File: src/rtl/comp_pkg.sv
// Shared definitions for the serial comparator family.
// Latency: none (package only).
// Backpressure: not applicable.
// Contents: FSM state encodings, slice-count and count-width helpers.
package comp_pkg;

   typedef enum logic [1:0] {
      ST_IDLE = 2'd0,
      ST_RUN  = 2'd1,
      ST_DONE = 2'd2
   } state_t;

   // Number of 2-bit slices in an operand of the given width.
   function automatic int n_slices(input int width);
      return width / 2;
   endfunction

   // Bits needed to hold a slice count from 0 to n_slices(width) inclusive.
   function automatic int cnt_width(input int width);
      return (width / 2 < 1) ? 1 : $clog2(width / 2 + 1);
   endfunction

endpackage

File: src/rtl/comp_2bit.sv
// 2-bit magnitude comparator built from 2:1 muxes.
// Latency: combinational.
// Backpressure: none.
// Ports: a, b (2-bit operands); l = a<b, e = a==b, g = a>b (exactly one high).
module comp_2bit (
   input  logic [1:0] a,
   input  logic [1:0] b,
   output logic       l,
   output logic       e,
   output logic       g
);

   logic msb_diff;

   assign msb_diff = a[1] ^ b[1];

   // When the MSBs differ they alone decide; otherwise the LSBs decide.
   assign l = msb_diff ? b[1] : (~a[0] & b[0]);
   assign g = msb_diff ? a[1] : (a[0] & ~b[0]);
   assign e = ~(l | g);

endmodule

File: src/rtl/serial_mag_comp.sv
// Sequential magnitude comparator: two bits per cycle, MSB first, one-hot lt/eq/gt.
// Latency: 1..N cycles after accept (first differing slice with EARLY_EXIT, else N).
// Backpressure: result held in DONE until res_ready; no new operands accepted until back in IDLE.
// Ports: clk, rst (sync, active high); start_valid/start_ready with a_in/b_in;
//        res_valid/res_ready with lt/eq/gt and slices_used (slices evaluated).
module serial_mag_comp
   import comp_pkg::*;
#(
   parameter  int WIDTH      = 8,
   parameter  bit EARLY_EXIT = 1'b1,
   localparam int N          = n_slices(WIDTH),
   localparam int SW         = cnt_width(WIDTH)
) (
   input  logic             clk,
   input  logic             rst,
   input  logic             start_valid,
   output logic             start_ready,
   input  logic [WIDTH-1:0] a_in,
   input  logic [WIDTH-1:0] b_in,
   output logic             res_valid,
   input  logic             res_ready,
   output logic             lt,
   output logic             eq,
   output logic             gt,
   output logic [SW-1:0]    slices_used
);

   generate
      if ((WIDTH % 2) != 0 || WIDTH < 2) begin : g_bad_width
         $error("serial_mag_comp: WIDTH must be even and >= 2");
      end
   endgenerate

   state_t           state_q, state_d, cur;
   logic [WIDTH-1:0] a_sh, a_sh_d;
   logic [WIDTH-1:0] b_sh, b_sh_d;
   logic [SW-1:0]    cnt, cnt_d;
   logic             lt_q, lt_d, eq_q, eq_d, gt_q, gt_d;

   logic sl_l, sl_e, sl_g;
   logic decided, first_diff;

   comp_2bit u_slice (
      .a (a_sh[WIDTH-1 -: 2]),
      .b (b_sh[WIDTH-1 -: 2]),
      .l (sl_l),
      .e (sl_e),
      .g (sl_g)
   );

   // Unused encoding 2'd3 behaves exactly as IDLE.
   assign cur = (state_q inside {ST_IDLE, ST_RUN, ST_DONE}) ? state_q : ST_IDLE;

   // A difference is already recorded once lt or gt is set; later slices never override it.
   assign decided    = lt_q | gt_q;
   assign first_diff = ~decided & ~sl_e;

   always_comb begin
      state_d = cur;
      a_sh_d  = a_sh;
      b_sh_d  = b_sh;
      cnt_d   = cnt;
      lt_d    = lt_q;
      eq_d    = eq_q;
      gt_d    = gt_q;

      case (cur)
         ST_IDLE: begin
            if (start_valid) begin
               a_sh_d  = a_in;
               b_sh_d  = b_in;
               cnt_d   = '0;
               lt_d    = 1'b0;
               eq_d    = 1'b0;
               gt_d    = 1'b0;
               state_d = ST_RUN;
            end
         end
         ST_RUN: begin
            cnt_d  = cnt + 1'b1;
            a_sh_d = a_sh << 2;
            b_sh_d = b_sh << 2;
            if (first_diff) begin
               lt_d = sl_l;
               gt_d = sl_g;
            end
            if ((EARLY_EXIT && first_diff) || (cnt_d == SW'(N))) begin
               eq_d    = ~(lt_d | gt_d);
               state_d = ST_DONE;
            end
         end
         ST_DONE: begin
            if (res_ready) begin
               state_d = ST_IDLE;
            end
         end
         default: state_d = ST_IDLE;
      endcase
   end

   always_ff @(posedge clk) begin
      if (rst) begin
         state_q <= ST_IDLE;
         a_sh    <= '0;
         b_sh    <= '0;
         cnt     <= '0;
         lt_q    <= 1'b0;
         eq_q    <= 1'b0;
         gt_q    <= 1'b0;
      end else begin
         state_q <= state_d;
         a_sh    <= a_sh_d;
         b_sh    <= b_sh_d;
         cnt     <= cnt_d;
         lt_q    <= lt_d;
         eq_q    <= eq_d;
         gt_q    <= gt_d;
      end
   end

   // The slice counter doubles as the reported slice count: it only advances in RUN.
   assign start_ready = (cur == ST_IDLE);
   assign res_valid   = (cur == ST_DONE);
   assign lt          = lt_q;
   assign eq          = eq_q;
   assign gt          = gt_q;
   assign slices_used = cnt;

endmodule
File: config.mk
export PLATFORM = sky130hd
export DESIGN_NAME = serial_mag_comp
export DESIGN_NICKNAME = d
export VERILOG_FILES = /design/src/rtl/comp_pkg.sv /design/src/rtl/comp_2bit.sv /design/src/rtl/serial_mag_comp.sv
export SDC_FILE = /design/constraint.sdc
export NUM_CORES = 1
export LEC_CHECK = 0
export ABC_CLOCK_PERIOD_IN_PS = 3500
export CORE_MARGIN = 3
export CORE_UTILIZATION = 53
export DETAILED_ROUTE_END_ITERATION = 6
export PLACE_DENSITY = 0.83
export SLEW_MARGIN = 20
export SYNTH_ARGS = -nofsm -noshare
export SYNTH_HDL_FRONTEND = slang
export SYNTH_SLANG_ARGS = --single-unit
File: constraint.sdc
create_clock -name clk -period 3.5 [get_ports clk]
set_input_delay 0.525 -clock clk [delete_from_list [all_inputs] [get_ports clk]]
set_output_delay 0.525 -clock clk [all_outputs]
set_load 0.005 [all_outputs]
==> results of run 1 <==
cells in the final DEF, fill, tap and decap left out, types with 3 or more instances in the layout:
| master | netlist | layout |
|---|---|---|
| a211oi_1 | 9 | 9 |
| clkbuf_4 | 0 | 3 |
| a22oi_1 | 4 | 4 |
| o21ai_0 | 3 | 3 |
| clkdlybuf4s50_1 | 0 | 27 |
| nand2_1 | 4 | 4 |
| nor2_1 | 24 | 24 |
| inv_1 | 3 | 3 |
| mux2i_1 | 12 | 12 |
| dfxtp_1 | 24 | 24 |
| ha_1 | 6 | 6 |
| a21oi_1 | 6 | 6 |
| a211oi_2 | 4 | 4 |
worst reg2reg max path, stage by stage, from the launching register on:
cell	delay (ps)
dfxtp_1	390
inv_1	80
ha_1	380
nand2b_2	150
o21a_1	720
nor2_1	110
a211oi_1	250
where the power goes:
group          switching [uW]  internal [uW]
Clock                    82.7           63.5
Sequential               45.9            339
Combinational             223            198
Total                     352            600
metrics by stage:
stage | instances | cell area [um2] | power, uW | worst slack, ps | hold slack [ps]
after floorplan | 131 | 1270 | 736 | 1870 | 477
final | 184 | 1570 | 952 | 1260 | 510
after global routing | 184 | 1570 | 1030 | 1130 | 554
after CTS | 184 | 1570 | 960 | 1240 | 511
after detailed placement | 180 | 1540 | 816 | 1160 | 494
after global placement | 180 | 1540 | 799 | 1230 | 489
area by class of cell:
| type | instances | area [um2] |
|---|---|---|
| Tap cell | 28 | 35.0 |
| Timing Repair Buffer | 29 | 285 |
| Clock buffer | 4 | 36.3 |
| Sequential cell | 24 | 480 |
| Inverter | 3 | 11.3 |
| Fill cell | 179 | 661 |
| Multi-Input combinational cell | 96 | 724 |
routing by layer:
layer  vias to the layer above  track usage, %  wire (um)  share of wire [%]
li1                        522               -          -                  -
met1                       470            21.9       1080                 44
met2                        21            29.9       1240                 50
met3                         2            4.29        114                4.6
met4                         0            6.88         23               0.93
met5                         -               0          0                  0
worst min-delay path by stage:
| stage | startpoint | to | cells after the start |
|---|---|---|---|
| global placement | a_sh[5]$_SDFFE_PP0P_ | a_sh[5]$_SDFFE_PP0P_ | 2 |
| global route | b_sh[3]$_SDFFE_PP0P_ | b_sh[3]$_SDFFE_PP0P_ | 2 |
| finish | a_sh[5]$_SDFFE_PP0P_ | a_sh[5]$_SDFFE_PP0P_ | 2 |
| detailed placement | a_sh[5]$_SDFFE_PP0P_ | a_sh[5]$_SDFFE_PP0P_ | 2 |
| CTS | a_sh[5]$_SDFFE_PP0P_ | a_sh[5]$_SDFFE_PP0P_ | 2 |
| floorplan | a_sh[0]$_SDFFE_PP0P_ | a_sh[0]$_SDFFE_PP0P_ | 2 |
logic make-up after synthesis:
kind of cell | Yosys count
AND/OR/NAND/NOR | 43
XOR/XNOR | 1
multiplexers | 14
buffers and inverters | 11
flip-flops | 24
AO/OA/AOI/OAI | 32
adder cells (fa/ha/maj) | 6
state kept, by name, indices dropped and copies added (netlist names):
name,count
a_sh,8
b_sh,8
eq,1
gt,1
lt,1
slices_used,3
state_q,2
==> flow_metrics.env, run 1 <==
export IMPL_synth_edf_count=0
export IMPL_cp_top_family="buffers and inverters"
export IMPL_crit_chain="inv_1 -> ha_1 -> clkdlybuf4s50_1"
export IMPL_clock_path_buffers=2
export IMPL_report_final_setup_viol=0
export IMPL_diodes=0
export IMPL_start_util_pct=56.8
export IMPL_required_ps=2970
export IMPL_drv_slew=0
export IMPL_grt_max_degree=28
export IMPL_yosysSeqAreaShare_pct=37.9
export IMPL_synth_area_leaders="dfxtp_1 (38%), mux2i_1 (9.5%), nor2_1 (7.1%)"
export IMPL_critPathBufInv=2
export IMPL_crit_path_end_kind="output pin"
export IMPL_crit_path_top_delay_cell="clkdlybuf4s50_1"
export IMPL_cts_tree="yes"
export IMPL_synth_compound_area_share_pct=20.0
export IMPL_syn_area_per_cell_um2=9.68
export IMPL_grt_pass1_wl_um=3890
export IMPL_reg2reg_depth=6
export IMPL_r2r_slack_ps=1330
export IMPL_final_core_util_pct=70.4
export IMPL_dieArea_um2=3010
export IMPL_postCtsSetupBuffers=0
export IMPL_drive_gt1_share_pct=11.5
export IMPL_fin_crit_ps=2240
export IMPL_synthTopCellsByCount="dfxtp_1 (24), nor2_1 (24), mux2i_1 (12)"
export IMPL_num_rows=17
export IMPL_wl_um=2470
export IMPL_cp_data_arrival_time_ps=1720
export IMPL_cp_max_fo=6
export IMPL_hold_viol_final=0
export IMPL_synth_top_family_by_area="compound AO/OA/AOI/OAI gates"
export IMPL_synth_top_area_share_pct=37.9
export IMPL_ys_ff_latch=24
export IMPL_ctsHoldBuffers=0
export IMPL_gr_total_overflow=0
export IMPL_timing_rr_end="b_sh[5]$_SDFFE_PP0P_"
export IMPL_synth_top_area_cell="dfxtp_1"
export IMPL_r2r_start="state_q[0]$_SDFF_PP0_"
export IMPL_num_vias=1015
export IMPL_wl_per_cell_um=13.4
export IMPL_antenna_found_initial=0
export IMPL_rsz0062_at_grt="no"
export IMPL_core_area_um2=2230
export IMPL_ys_flop_type="dfxtp_1"
export IMPL_synthSimpleGateAreaFrac_pct=19.2
export IMPL_clkTransAtPathRegs_ps=130
export IMPL_drcViolationCount=0
export IMPL_crit_type="flop to output pin"
export IMPL_leakagePower_uw=0.000591
export IMPL_dr_pass1_iters=4
export IMPL_yosysWarnings=0
export IMPL_synth_xor_area_share_pct=0.691
export IMPL_antenna_left=0
export IMPL_synth_cell_types=33
export IMPL_post_cts_resized=0
export IMPL_syn_area_um2=1270
export IMPL_dp_final_hpwl_um=1850
export IMPL_max_stage_delay_ps=540
export IMPL_hold_path_class="flop to flop"
export IMPL_synth_adder_area_share_pct=5.92
export IMPL_max_freq_mhz=446
export IMPL_die_x_um=54.9
export IMPL_clock_latency_ps=310
export IMPL_postSynthCellCount=131
export IMPL_cp_endpoint="start_ready"
export IMPL_max_slew_margin_pct=42.2
export IMPL_outcome="complete, no violations"
export IMPL_clock_sinks=24
export IMPL_first_iter_violations=20
export IMPL_ios=28
export IMPL_start_kind="flop"
export IMPL_synthArstFlopShare_pct=0
export IMPL_crit_cells=3
export IMPL_tightest_slew_ps=867
export IMPL_cp_startpoint="state_q[0]$_SDFF_PP0_"
export IMPL_viasPerCell=5.52
export IMPL_grtUsageTotal_pct=17.8
export IMPL_fin_crit_sh_pct=64.0
export IMPL_cts_root_buf="clkbuf_4"
export IMPL_ir_drop_mv=0.448
export IMPL_die_h_um=54.9
export IMPL_fin_setup_tns_ps=0
export IMPL_area_growth_syn_to_layout_pct=24.1
export IMPL_htree_levels=1
export IMPL_cts_made_buffers=3
export IMPL_grt_pass1_vias=933
export IMPL_place_gp_congestion=0.745
export IMPL_fin_worst_skew_ps=7.90
export IMPL_io_buffer_count=27
export IMPL_synth_mux_area_share_pct=11.3
export IMPL_nets=183
export IMPL_synth_nets=157
export IMPL_power_density_nw_per_um2=605
export IMPL_max_cap_viol_count=0
(Power assumes the default switching activity.)
==> run 2, diff against run 1 <==
- ABC_CLOCK_PERIOD_IN_PS: 3500 -> 2100
- CORE_UTILIZATION: 53 -> 49
- PLACE_DENSITY: 0.83 -> 0.78
- clock period: 3.5 -> 2.1 ns (I/O delays scaled with it)
==> flow_metrics.env, run 2 (synthesized netlist as in run 1, its figures left out) <==
export IMPL_outcome="complete, no violations"
export IMPL_tightest_slew_ps=534
export IMPL_cp_max_fo=6
export IMPL_max_freq_mhz=499
export IMPL_dieArea_um2=3230
export IMPL_area_growth_syn_to_layout_pct=24.8
export IMPL_r2r_slack_ps=260
export IMPL_rsz0062_at_grt="no"
export IMPL_first_iter_violations=13
export IMPL_fin_worst_skew_ps=4.39
export IMPL_max_stage_delay_ps=540
export IMPL_clock_latency_ps=300
export IMPL_antenna_found_initial=0
export IMPL_clock_sinks=24
export IMPL_cp_top_family="buffers and inverters"
export IMPL_cts_root_buf="clkbuf_4"
export IMPL_crit_path_top_delay_cell="clkdlybuf4s50_1"
export IMPL_die_x_um=56.9
export IMPL_gr_total_overflow=0
export IMPL_clkTransAtPathRegs_ps=130
export IMPL_wl_per_cell_um=13.5
export IMPL_grt_max_degree=17
export IMPL_hold_path_class="flop to flop"
export IMPL_start_kind="flop"
export IMPL_clock_path_buffers=2
export IMPL_post_cts_resized=0
export IMPL_dr_pass1_iters=4
export IMPL_postCtsSetupBuffers=0
export IMPL_drcViolationCount=0
export IMPL_holdWs_ps=510
export IMPL_leakagePower_uw=0.000599
export IMPL_drive_gt1_share_pct=12.7
export IMPL_max_slew_margin_pct=64.4
export IMPL_place_gp_congestion=0.749
export IMPL_drv_slew=0
export IMPL_dp_final_hpwl_um=2010
export IMPL_wl_um=2520
export IMPL_nFillCells=187
export IMPL_report_final_setup_viol=0
export IMPL_ir_drop_mv=0.585
export IMPL_crit_type="flop to output pin"
export IMPL_ctsHoldBuffers=0
export IMPL_final_core_util_pct=67.6
export IMPL_cts_made_buffers=3
export IMPL_nets=186
export IMPL_grtUsageTotal_pct=16.0
export IMPL_diodes=0
export IMPL_ios=28
export IMPL_grt_pass1_vias=989
export IMPL_max_cap_viol_count=0
export IMPL_num_rows=17
export IMPL_critPathBufInv=2
export IMPL_num_vias=1011
export IMPL_io_buffer_count=27
export IMPL_htree_levels=1
export IMPL_die_h_um=56.9
export IMPL_start_util_pct=54.2
export IMPL_hold_viol_final=0
export IMPL_antenna_left=0
export IMPL_layout_commonest_cell="clkdlybuf4s50_1"
export IMPL_crit_path_end_kind="output pin"
export IMPL_fin_setup_tns_ps=0
export IMPL_final_cell_mix="clkdlybuf4s50_1 (27), nor2_1 (24), dfxtp_1 (24)"
export IMPL_required_ps=1780
export IMPL_fin_crit_ps=2000
export IMPL_cp_data_arrival_time_ps=1690
export IMPL_instances_no_fill=186
export IMPL_core_area_um2=2340
export IMPL_dp_cells=183
export IMPL_fin_crit_sh_pct=95.4
export IMPL_viasPerCell=5.44
export IMPL_crit_chain="inv_1 -> ha_1 -> clkdlybuf4s50_1"
export IMPL_cts_tree="yes"
export IMPL_power_density_nw_per_um2=993
export IMPL_grt_pass1_wl_um=4280
==> run 2: cell types whose count changed in the layout (fill, tap and decap cells not counted) <==
cell / change
buf_4: +3
clkbuf_8: -1
==> run 2: layout make-up <==
type                            instances  area (um2)  share of cell area, %
Multi-Input combinational cell         96         724                   45.8
Clock buffer                            3        22.5                   1.42
Sequential cell                        24         480                   30.4
Inverter                                3        11.3                  0.712
Tap cell                               28        35.0                   2.22
Timing Repair Buffer                   32         308                   19.5
==> run 2: per-stage QoR <==
stage	setup WS (ps)	area (um2)	power (uW)
finish	95.6	1580	1570
global route	29.4	1580	1690
CTS	97.9	1580	1580
detailed placement	302	1560	1390
global placement	370	1560	1360
floorplan	473	1270	1230
==> run 2: power breakdown <==
part	switching [uW]	total (uW)	internal, uW
Sequential	76.2	641	564
Combinational	382	736	354
Clock	127	194	66.7
==> run 2: path summary, 6_finish.rpt <==
| path | from | depth (start not counted) | end |
|---|---|---|---|
| worst max-delay path | state_q[0]$_SDFF_PP0_ | 3 | start_ready |
| worst min-delay path | a_sh[5]$_SDFFE_PP0P_ | 2 | a_sh[5]$_SDFFE_PP0P_ |
| worst max register to register | state_q[0]$_SDFF_PP0_ | 6 | lt$_SDFFE_PP0P_ |
| worst min register to register | a_sh[5]$_SDFFE_PP0P_ | 2 | a_sh[5]$_SDFFE_PP0P_ |
==> run 2: worst min-delay path, stage by stage, from the launching register on <==
cell	delay, ps
dfxtp_1	330
nor2_1	100
a211oi_1	50
==> run 2: metal layers <==
| layer | GRT usage, % | vias up | part of all wire, % |
|---|---|---|---|
| met5 | 0 | - | 0 |
| met2 | 30.4 | 19 | 51 |
| met3 | 2.07 | 2 | 4.0 |
| met4 | 1.99 | 0 | 0.71 |
| li1 | - | 534 | - |
| met1 | 19.5 | 456 | 45 |
==> run 3, diff against run 2 <==
- PLACE_DENSITY: 0.78 -> 0.76
==> flow_metrics.env, run 3 (synthesized netlist as in run 1, its figures left out) <==
export IMPL_reg2reg_depth=7
export IMPL_clock_sinks=24
export IMPL_gr_total_overflow=0
export IMPL_final_cell_mix="clkdlybuf4s50_1 (27), nor2_1 (24), dfxtp_1 (24)"
export IMPL_wl_per_cell_um=13.9
export IMPL_antenna_found_initial=0
export IMPL_rsz0062_at_grt="no"
export IMPL_cp_max_fo=6
export IMPL_fin_crit_ps=1990
export IMPL_crit_type="flop to output pin"
export IMPL_start_kind="flop"
export IMPL_viasPerCell=5.59
export IMPL_max_freq_mhz=502
export IMPL_htree_levels=1
export IMPL_grt_pass1_vias=1106
export IMPL_leakagePower_uw=0.000616
export IMPL_tightest_slew_ps=431
export IMPL_timing_rr_end="a_sh[3]$_SDFFE_PP0P_"
export IMPL_grt_max_degree=22
export IMPL_die_h_um=56.9
export IMPL_report_final_setup_viol=0
export IMPL_final_core_util_pct=69.5
export IMPL_dp_final_hpwl_um=2030
export IMPL_drive_gt1_share_pct=13.8
export IMPL_clock_latency_ps=310
export IMPL_cts_made_buffers=3
export IMPL_dr_pass1_iters=4
export IMPL_cp_data_arrival_time_ps=1680
export IMPL_dieArea_um2=3230
export IMPL_cp_endpoint="start_ready"
export IMPL_diodes=0
export IMPL_crit_path_end_kind="output pin"
export IMPL_num_rows=17
export IMPL_cts_tree="yes"
export IMPL_clock_path_buffers=2
export IMPL_outcome="complete, no violations"
export IMPL_required_ps=1780
export IMPL_grt_pass1_wl_um=4660
export IMPL_grtUsageTotal_pct=17.8
export IMPL_ir_drop_mv=0.643
export IMPL_num_vias=1046
export IMPL_start_util_pct=54.2
export IMPL_ios=28
export IMPL_cts_root_buf="clkbuf_4"
export IMPL_hold_path_class="flop to flop"
export IMPL_drv_slew=0
export IMPL_core_area_um2=2340
export IMPL_clkTransAtPathRegs_ps=130
export IMPL_cp_startpoint="state_q[0]$_SDFF_PP0_"
export IMPL_max_slew_margin_pct=71.0
export IMPL_max_cap_viol_count=0
export IMPL_drcViolationCount=0
export IMPL_wl_um=2590
export IMPL_power_density_nw_per_um2=1070
export IMPL_fin_crit_sh_pct=94.9
export IMPL_r2r_slack_ps=340
export IMPL_nets=186
export IMPL_hold_viol_final=0
export IMPL_area_growth_syn_to_layout_pct=28.3
export IMPL_dp_cells=183
export IMPL_first_iter_violations=16
export IMPL_die_x_um=56.9
export IMPL_r2r_start="state_q[0]$_SDFF_PP0_"
export IMPL_instances_no_fill=187
export IMPL_postCtsSetupBuffers=0
export IMPL_antenna_left=0
export IMPL_fin_setup_tns_ps=0
export IMPL_fin_worst_skew_ps=1.70
export IMPL_place_gp_congestion=0.831
export IMPL_io_buffer_count=27
export IMPL_layout_commonest_cell="clkdlybuf4s50_1"
==> run 3: worst min-delay path by stage <==
stage                                    start              endpoint  slack, ps  depth (start not counted)
after floorplan                        a_in[0]  a_sh[0]$_SDFFE_PP0P_        460                          2
after global placement    b_sh[2]$_SDFFE_PP0P_  b_sh[2]$_SDFFE_PP0P_        490                          2
after detailed placement  b_sh[5]$_SDFFE_PP0P_  b_sh[5]$_SDFFE_PP0P_        490                          2
after CTS                 b_sh[5]$_SDFFE_PP0P_  b_sh[5]$_SDFFE_PP0P_        510                          2
after global routing      b_sh[3]$_SDFFE_PP0P_  b_sh[3]$_SDFFE_PP0P_        540                          2
final                     b_sh[5]$_SDFFE_PP0P_  b_sh[5]$_SDFFE_PP0P_        510                          2
==> run 3: what timing repair did <==
item / CTS / global route
hold buffers: 0 / 0
setup endpoints to repair: 0 / 1
resized for setup: 0 / 1
==> run 3: cell type report <==
class,instances,area [um2]
inverters,3,11.3
repair buffers,32,320
well taps,28,35.0
clock inverters,1,30.0
clock buffers,3,22.5
flip-flops and latches,24,480
fillers,206,713
multi-input cells,96,727
==> run 3: worst max-delay path, cell delays in order, from the launching register on <==
cell             delay (ps)
dfxtp_1                 380
inv_1                    80
ha_2                    390
clkdlybuf4s50_1         520
==> run 3: power by group <==
group | switching (uW) | internal (uW) | total [uW] | leakage [uW]
registers | 75.0 | 564 | 639 | 0.000197
clock network | 138 | 193 | 331 | 0.0000279
logic | 399 | 375 | 774 | 0.000391
==> run 3: layer usage <==
| metal | up-vias | share of wire [%] | global-route usage, % |
|---|---|---|---|
| met5 | - | 0 | 0 |
| met4 | 0 | 0.96 | 3.64 |
| met3 | 4 | 4.4 | 3.68 |
| met2 | 24 | 51 | 35.1 |
| met1 | 486 | 43 | 18.9 |
| li1 | 532 | - | - |
==> run 3: per-stage QoR <==
step | area [um2] | worst slack, ps | total power, uW | hold slack [ps]
2_1_floorplan | 1270 | 473 | 1230 | 463
6_report | 1630 | 106 | 1740 | 511
5_1_grt | 1630 | 18.1 | 1880 | 535
4_1_cts | 1620 | 56.1 | 1760 | 510
3_5_place_dp | 1570 | 296 | 1420 | 491
3_3_place_gp | 1570 | 349 | 1390 | 486
